File: config.mk
export PLATFORM = sky130hd
export DESIGN_NAME = jk_cmd_sequencer
export DESIGN_NICKNAME = d
export VERILOG_FILES = /design/src/rtl/jk_cmd_sequencer.sv
export SDC_FILE = /design/constraint.sdc
export NUM_CORES = 1
export LEC_CHECK = 0
export BUFFER_PORTS_ARGS = -buffer_cell sky130_fd_sc_hd__buf_4
export CAP_MARGIN = 20
export CORE_ASPECT_RATIO = 1.25
export CORE_UTILIZATION = 52
export DETAILED_ROUTE_END_ITERATION = 10
export PLACE_DENSITY_LB_ADDON = 0.15
export SYNTH_ARGS = -nofsm -noshare
export SYNTH_HDL_FRONTEND = slang
export SYNTH_SLANG_ARGS = --single-unit
File: constraint.sdc
create_clock -name i_clk -period 2.43 [get_ports i_clk]
set_input_delay 0.1215 -clock i_clk [delete_from_list [all_inputs] [get_ports i_clk]]
set_output_delay 0.1215 -clock i_clk [all_outputs]
set_load 0.01 [all_outputs]
File: src/rtl/jk_cmd_sequencer.sv
// FIFO-buffered JK command sequencer: issues one J/K/enable pulse per command, then a CHECK cycle.
// Optional macro JK_CHECK_EN adds a Q reference model with a sticky mismatch flag (err).
module jk_cmd_sequencer #(
  parameter int AW = 2
) (
  input  logic          i_clk,
  input  logic          i_reset,
  input  logic          i_cmd_valid,
  input  logic [1:0]    i_cmd,
  output logic          o_cmd_ready,
  input  logic          i_run,
  input  logic          i_q,
  output logic          o_j,
  output logic          o_k,
  output logic          o_ff_en,
  output logic          o_busy,
  output logic [AW:0]   o_count,
  output logic          o_err
);

  localparam int DEPTH = 1 << AW;
  localparam logic [AW:0] FULL = (AW+1)'(DEPTH);

  typedef enum logic [1:0] {
    S_IDLE  = 2'd0,
    S_ISSUE = 2'd1,
    S_CHECK = 2'd2
  } state_t;

  state_t        r_state;
  state_t        w_next;
  logic [1:0]    r_mem [DEPTH];
  logic [AW-1:0] r_wptr;
  logic [AW-1:0] r_rptr;
  logic [AW:0]   r_count;
  logic          r_j;
  logic          r_k;
  logic          r_ff_en;
  logic          w_push;
  logic          w_pop;
  logic [1:0]    w_head;

  assign o_cmd_ready = (r_count < FULL);
  assign w_push      = i_cmd_valid && o_cmd_ready;
  assign w_head      = r_mem[r_rptr];

  // A new command may only be popped outside ISSUE, so pops are at least two cycles apart.
  always_comb begin
    w_next = r_state;
    w_pop  = 1'b0;
    case (r_state)
      S_IDLE, S_CHECK: begin
        w_pop  = i_run && (r_count != '0);
        w_next = w_pop ? S_ISSUE : S_IDLE;
      end
      S_ISSUE: w_next = S_CHECK;
      default: w_next = S_IDLE;
    endcase
  end

  always_ff @(posedge i_clk) begin
    if (i_reset) begin
      r_state <= S_IDLE;
      r_j     <= 1'b0;
      r_k     <= 1'b0;
      r_ff_en <= 1'b0;
    end else begin
      r_state <= w_next;
      r_ff_en <= w_pop;
      r_j     <= w_pop & w_head[1];
      r_k     <= w_pop & w_head[0];
    end
  end

  always_ff @(posedge i_clk) begin
    if (w_push) begin
      r_mem[r_wptr] <= i_cmd;
    end
  end

  always_ff @(posedge i_clk) begin
    if (i_reset) begin
      r_wptr  <= '0;
      r_rptr  <= '0;
      r_count <= '0;
    end else begin
      if (w_push) r_wptr <= r_wptr + AW'(1);
      if (w_pop)  r_rptr <= r_rptr + AW'(1);
      case ({w_push, w_pop})
        2'b10:   r_count <= r_count + (AW+1)'(1);
        2'b01:   r_count <= r_count - (AW+1)'(1);
        default: r_count <= r_count;
      endcase
    end
  end

  assign o_j     = r_j;
  assign o_k     = r_k;
  assign o_ff_en = r_ff_en;
  assign o_busy  = (r_state != S_IDLE);
  assign o_count = r_count;

`ifdef JK_CHECK_EN
  logic r_exp;
  logic r_err;

  // r_exp tracks what Q should become once the flip-flop samples the command being issued.
  always_ff @(posedge i_clk) begin
    if (i_reset) begin
      r_exp <= 1'b0;
      r_err <= 1'b0;
    end else begin
      if (w_pop) begin
        case (w_head)
          2'b01:   r_exp <= 1'b0;
          2'b10:   r_exp <= 1'b1;
          2'b11:   r_exp <= ~r_exp;
          default: r_exp <= r_exp;
        endcase
      end
      if ((r_state == S_CHECK) && (i_q != r_exp)) begin
        r_err <= 1'b1;
      end
    end
  end

  assign o_err = r_err;
`else
  logic w_unused_q;

  assign w_unused_q = i_q;
  assign o_err      = 1'b0;
`endif

endmodule
==> results of run 1 <==
==> Yosys cell counts, drive strengths merged (2+ instances only) <==
cell type and n:
and2 4, ha 5, nor2 7, xor2 2, nor2b 2, o21ai 2, edfxtp 8, dfxtp 13
a21oi 3, nor3b 3, mux2 2, mux4 2, clkbuf 2, inv 7, or3 2
==> per-layer routing <==
layer  global-route usage  up-vias
met5                    0        -
met4               0.0690        0
met3               0.0275        2
met2                0.231        8
met1                0.179      235
li1                     -      271
==> per-stage QoR <==
| stage | utilization | hold WS [ns] | std cells | setup WS, ns |
|---|---|---|---|---|
| after floorplan | - | 0.220 | 74 | 0.257 |
| after global placement | 0.633 | 0.328 | 102 | 0.197 |
| after detailed placement | 0.633 | 0.328 | 102 | 0.166 |
| after CTS | 0.650 | 0.0151 | 106 | 0.117 |
| after global routing | 0.650 | 0.00949 | 106 | 0.0333 |
| final | 0.650 | 0.0300 | 106 | 0.128 |
==> final cells by class <==
cell class / count / area, um2 / share of cell area
well taps: 18 / 22.5 / 0.0219
flip-flops and latches: 21 / 500 / 0.487
inverters: 8 / 31.3 / 0.0305
clock buffers: 4 / 26.3 / 0.0256
repair buffers: 13 / 97.6 / 0.0950
multi-input cells: 42 / 349 / 0.340
==> worst max-delay path, delay by kind of cell (launching register included) <==
family / cells / cell delay [ns]
AND/OR/NAND/NOR: 3 / 0.81
adder cells (fa/ha/maj): 2 / 0.55
flip-flops: 1 / 0.44
XOR/XNOR: 1 / 0.16
buffers and inverters: 2 / 0.15
AO/OA/AOI/OAI: 1 / 0.14
==> kinds of logic (layout without fill, tap and decap cells) <==
family,count (synthesis),after routing,share of synthesized area
adder cells (fa/ha/maj),6,6,0.0922
flip-flops,21,21,0.559
AO/OA/AOI/OAI,5,5,0.0279
AND/OR/NAND/NOR,22,22,0.149
XOR/XNOR,3,3,0.0293
other,1,1,0.00419
multiplexers,5,5,0.0866
buffers and inverters,11,25,0.0517
==> registers in the layout (all words and copies together), names as in the netlist, named ones only <==
| signal | cells |
|---|---|
| r_mem | 8 |
| o_count | 3 |
| r_rptr | 2 |
| r_wptr | 2 |
| o_ff_en | 1 |
| o_j | 1 |
| o_k | 1 |
| r_state | 1 |
==> power by group through the flow <==
stage / registers [W] / logic (W) / clock network (W)
4_1_cts: 0.000502 / 0.000376 / 0.000164
3_3_place_gp: 0.000508 / 0.000361 / 0
3_5_place_dp: 0.000511 / 0.000373 / 0
2_1_floorplan: 0.000513 / 0.000252 / 0
5_1_grt: 0.000512 / 0.000417 / 0.000179
6_report: 0.000501 / 0.000370 / 0.000156
==> worst paths after layout <==
path	startpoint	end	depth (start not counted)
hold reg to reg	r_state[1]$_SDFF_PP0_	r_state[1]$_SDFF_PP0_	1
setup / recovery	o_count[2]$_SDFFE_PP0P_	o_count[2]$_SDFFE_PP0P_	9
setup reg to reg	o_count[2]$_SDFFE_PP0P_	o_count[2]$_SDFFE_PP0P_	9
hold / removal	i_cmd[0]	r_mem[3][0]$_DFFE_PP_	1
==> impl_results.md, run 1 <==
* CP cell instances: nor3_2, or3b_4, clkinv_2, ha_1, inv_1, fa_1, xor2_1, or3_1, a21oi_1
* Rows at 16
* Top sig layer: met4
* Post-synth EDFFs at 8
* Leak at 0.420 nW
* Part of the cycle the worst path needs at 0.947
* Detailed placement HPWL at 885 um
* Post-route ant nets at 0
* Required @ worst endpoint at 2.66 ns
* Sw Share at 0.319
* Worst-case clock skew at 0.00747 ns
* All-Layer GR Usage at 0.144
* Root buffer cell: clkbuf_4
* Synth top area share at 0.291
* Filler cells at 123
* VDD IR max at 0.574 mV
* Crit-path max FO at 6
* Flop pwr share at 0.488
* Clock buffers created by TritonCTS at 3
* CP endpoint kind: flop
* GP Congestion at 0.662
* Most frequent cells in the layout: 13 x dfxtp_1, 13 x buf_4, 8 x edfxtp_1
* CTS resizes at 0
* Post-layout min period at 2.30 ns
* Initial antenna violation count at 0
* Worst setup path class: reg2reg
* Clock Pin Slew Worst Setup and Hold Paths at 0.11 ns
* WL/cell at 11.1 um
* DRC viols at 0
* Share of cells above drive strength 1 at 0.250
* Syn nets at 87
* Top cells by area, synth: dfxtp_1 29%, edfxtp_1 27%, ha_1 7.0%
* Pin count of the biggest net entering global routing at 13
* Synth Warn # at 0
* Vias per inst at 4.87
* Hold buffers post-CTS at 0
* Final wirelength at 1180 um
* Postcts setup bufs at 0
* Status: completed
* Clk pwr share at 0.152
* Overall Power at 0.00103 W
* Fmax at 434 MHz
* CTS tree: done
* H-tree Lvls at 1
* Setup tns final at 0 ns
* Synth cell types at 25
* Total vias in the final route at 516
* Drt pass-1 iters at 4
* Max Slew Vio Count at 0
* PortBufs at 13
* # diodes at 0
* Seq cells post-synth at 21
* Initial Util at 0.566
* Final Hold Vio Count at 0
* Synth Flop Type: dfxtp_1
* CP arrival at 2.53 ns
* Area leader, netlist: dfxtp_1
* Internal at 0.000700 W
* Maximum root-to-sink buffer count at 2
* Core Area at 1580 um2
* Reg2Reg Setup Slack at 0.13 ns
* First-pass GRT wire length at 1890 um
* Vias in the first global route at 479
* Clock Sinks at 21
* Final setup viols at 0
* Final Instance Area at 1030 um2
* Die W at 39.1 um
* Setup crit start kind: flop
* WL met3 at 31 um
* Avg Cell Area, Syn at 12.1 um2
* Register area share after synthesis at 0.559
* Cell Area, Synth at 896 um2
* Net Sw Power at 0.000327 W
* Placed inst area at 1000 um2
* Combinational fraction of design power at 0.360
* Instance count of the mapped netlist at 74
* Slowest stage delay, CP at 0.44 ns
* Pwr dens at 1000 nW/um2
* CP max-delay cell: dfxtp_1
* Io pins at 16
* Max-cap violations at 0
* # nets final at 102
* Die height at 48.4 um
* Worst-Skew Late Latency at 0.29 ns
* Routed metal-1 wire length at 530 um
* Die area at 1890 um2
* Violation count after the first detailed-route iteration at 5
* Area Growth Syn to Fin at 14.7%
* Metal2 WL at 609 um
* Hold Crit Class: in2reg
* RSZ-0062 raised after global routing: no
* Ys async rst share at 0
* Overflow after GRT at 0
Note: power is estimated with default switching activity, not from simulation.
==> run 2: changes to the inputs <==
--- a/config.mk
+++ b/config.mk
@@ -10,7 +10,7 @@
 export CORE_ASPECT_RATIO = 1.25
 export CORE_UTILIZATION = 52
 export DETAILED_ROUTE_END_ITERATION = 10
-export PLACE_DENSITY_LB_ADDON = 0.15
+export PLACE_DENSITY = 0.86
 export SYNTH_ARGS = -nofsm -noshare
 export SYNTH_HDL_FRONTEND = slang
 export SYNTH_SLANG_ARGS = --single-unit
==> run 2 against run 1 <==
  * Via count grew 3.9%
  * Fmax grew 1.5%
  * Critical path type unchanged
  * Largest power group unchanged
  * Largest cell class unchanged
  * Register-to-register slack gained 0.03 ns
==> impl_results.md, run 2 (synthesis results as in run 1) <==
* Status: completed
* Root buffer cell: clkbuf_4
* Pwr dens at 1020 nW/um2 (+1.9%)
* Detailed placement HPWL at 1070 um (+20%)
* Hold buffers post-CTS at 0 (unchanged)
* Setup tns final at 0 ns (unchanged)
* CTS tree: done
* Max-cap violations at 0 (unchanged)
* R2R depth at 9 (unchanged)
* # nets final at 102 (unchanged)
* H-tree Lvls at 1 (unchanged)
* Final worst slack at 0.161 ns (+0.0331 ns)
* Clock Pin Slew Worst Setup and Hold Paths at 0.11 ns (about the same)
* Met1 Resource Use GR at 0.201 (+0.0226)
* Rows at 16 (unchanged)
* Most frequent cells in the layout: 13 x buf_4, 10 x dfxtp_1, 8 x edfxtp_1
* GP Congestion at 0.723 (+9.2%)
* Clock buffers created by TritonCTS at 3 (unchanged)
* DP Worst Slack at 0.131 ns (-0.0351 ns)
* Most common cell after layout, fill and taps aside: buf_4
* VDD IR max at 0.498 mV (-13%)
* Area Growth Syn to Fin at 15.1%
* Max reg flops at 8 (unchanged)
* Postcts setup bufs at 0 (unchanged)
* Top reg by flops: r_mem
* Final wirelength at 1350 um (+14%)
* Vias in the first global route at 525 (+9.6%)
* Met3 Usage GRT at 0.0413 (+0.0138)
* Worst setup path class: reg2reg
* Overflow after GRT at 0 (unchanged)
* Hold path depth at 1 (unchanged)
* # diodes at 0 (unchanged)
* Die height at 48.4 um (unchanged)
* Die W at 39.1 um (unchanged)
* Hold slack at 0.0229 ns (-0.00708 ns)
* PortBufs at 13 (unchanged)
* Worst-case clock skew at 0.00201 ns (-0.00546 ns)
* Worst-Skew Late Latency at 0.30 ns (about the same)
* CP arrival at 2.50 ns (-0.03 ns)
* Setup crit start kind: flop
* Post-layout min period at 2.27 ns (-0.0331 ns)
* Violation count after the first detailed-route iteration at 7 (+2)
* Core Area at 1580 um2 (unchanged)
* HP Start: i_cmd[1]
* All-Layer GR Usage at 0.175 (+0.0311)
* Die area at 1890 um2 (unchanged)
* Io pins at 16 (unchanged)
* Final Instance Area at 1030 um2 (+0.37%)
* RSZ-0062 raised after global routing: no
* RR Endpoint: o_count[2]$_SDFFE_PP0P_
* Hold Crit Class: in2reg
* Initial antenna violation count at 0 (unchanged)
* Required @ worst endpoint at 2.66 ns (about the same)
* Initial Util at 0.566 (unchanged)
* Post-route ant nets at 0 (unchanged)
* Leak at 0.421 nW (+0.27%)
* CP endpoint kind: flop
* Final Hold Vio Count at 0 (unchanged)
* Fmax at 441 MHz (+1.5%)
* Maximum root-to-sink buffer count at 2 (unchanged)
* Placed inst area at 1000 um2 (unchanged)
* Overall Power at 0.00105 W (+2.3%)
* Reg2Reg Setup Slack at 0.16 ns (+0.03 ns)
* Part of the cycle the worst path needs at 0.934 (-0.0136)
* Busiest grt layer: met2
* WL/cell at 12.7 um (+14%)
* Final setup viols at 0 (unchanged)
* First-pass GRT wire length at 2210 um (+17%)
* Clock Sinks at 21 (unchanged)
* Met2 Usage GRT at 0.281 (+0.0500)
* Max Slew Vio Count at 0 (unchanged)
* Share of cells above drive strength 1 at 0.284 (+0.0341)
* Crit-path max FO at 6 (unchanged)
* Vias per inst at 5.06 (+3.9%)
* Drt pass-1 iters at 4 (unchanged)
* Hold EP: r_mem[0][1]$_DFFE_PP_
* Pin count of the biggest net entering global routing at 13 (unchanged)
* Reg2reg start: o_count[2]$_SDFFE_PP0P_
* Total vias in the final route at 536 (+3.9%)
* DRC viols at 0 (unchanged)
-- run 2: area by class of cell --
type                       count  area (um2)
sequential                    21         504
clock buffer                   4        26.3
tap                           18        22.5
inverter                       8        31.3
fill                         117         551
timing repair buffer          13        97.6
multi-input combinational     42         349
-- run 2: metrics by stage --
| stage | cells | utilization |
|---|---|---|
| floorplan | 74 | - |
| detailed placement | 102 | 0.633 |
| global placement | 102 | 0.633 |
| finish | 106 | 0.652 |
| CTS | 106 | 0.650 |
| global route | 106 | 0.652 |
-- run 2: report_power, final --
group / switching, W / internal (W)
clock: 0.0000970 / 0.0000639
sequential: 0.0000603 / 0.000447
combinational: 0.000186 / 0.000196
-- run 2: worst max-delay path by stage --
stage,from,to,slack (ns),depth (start not counted)
after floorplan,o_count[2]$_SDFFE_PP0P_,o_count[2]$_SDFFE_PP0P_,0.26,9
after global placement,o_count[2]$_SDFFE_PP0P_,o_count[2]$_SDFFE_PP0P_,0.21,9
after detailed placement,o_count[2]$_SDFFE_PP0P_,o_count[2]$_SDFFE_PP0P_,0.13,9
after CTS,o_count[2]$_SDFFE_PP0P_,o_count[2]$_SDFFE_PP0P_,0.11,9
after global routing,o_count[2]$_SDFFE_PP0P_,o_count[2]$_SDFFE_PP0P_,0.05,9
final,o_count[2]$_SDFFE_PP0P_,o_count[2]$_SDFFE_PP0P_,0.16,9
-- run 2: timing repair --
item	in CTS	in global routing
endpoints found under the setup margin	0	1
hold endpoints to repair	0	0
resized for setup	0	3
-- run 2: critical path, stage by stage (launching register included) --
cell	delay (ns)
dfxtp_2	0.39
nor3_2	0.08
or3b_4	0.41
clkinv_2	0.08
ha_1	0.18
inv_1	0.06
fa_1	0.39
xor2_1	0.16
or3_1	0.32
a21oi_1	0.14
-- run 2: per-layer routing --
layer	vias to the layer above	share of wire	wire, um
met1	250	0.40	541
met4	0	0.018	24
met5	-	0	0
li1	273	-	-
met2	9	0.55	745
met3	4	0.029	39
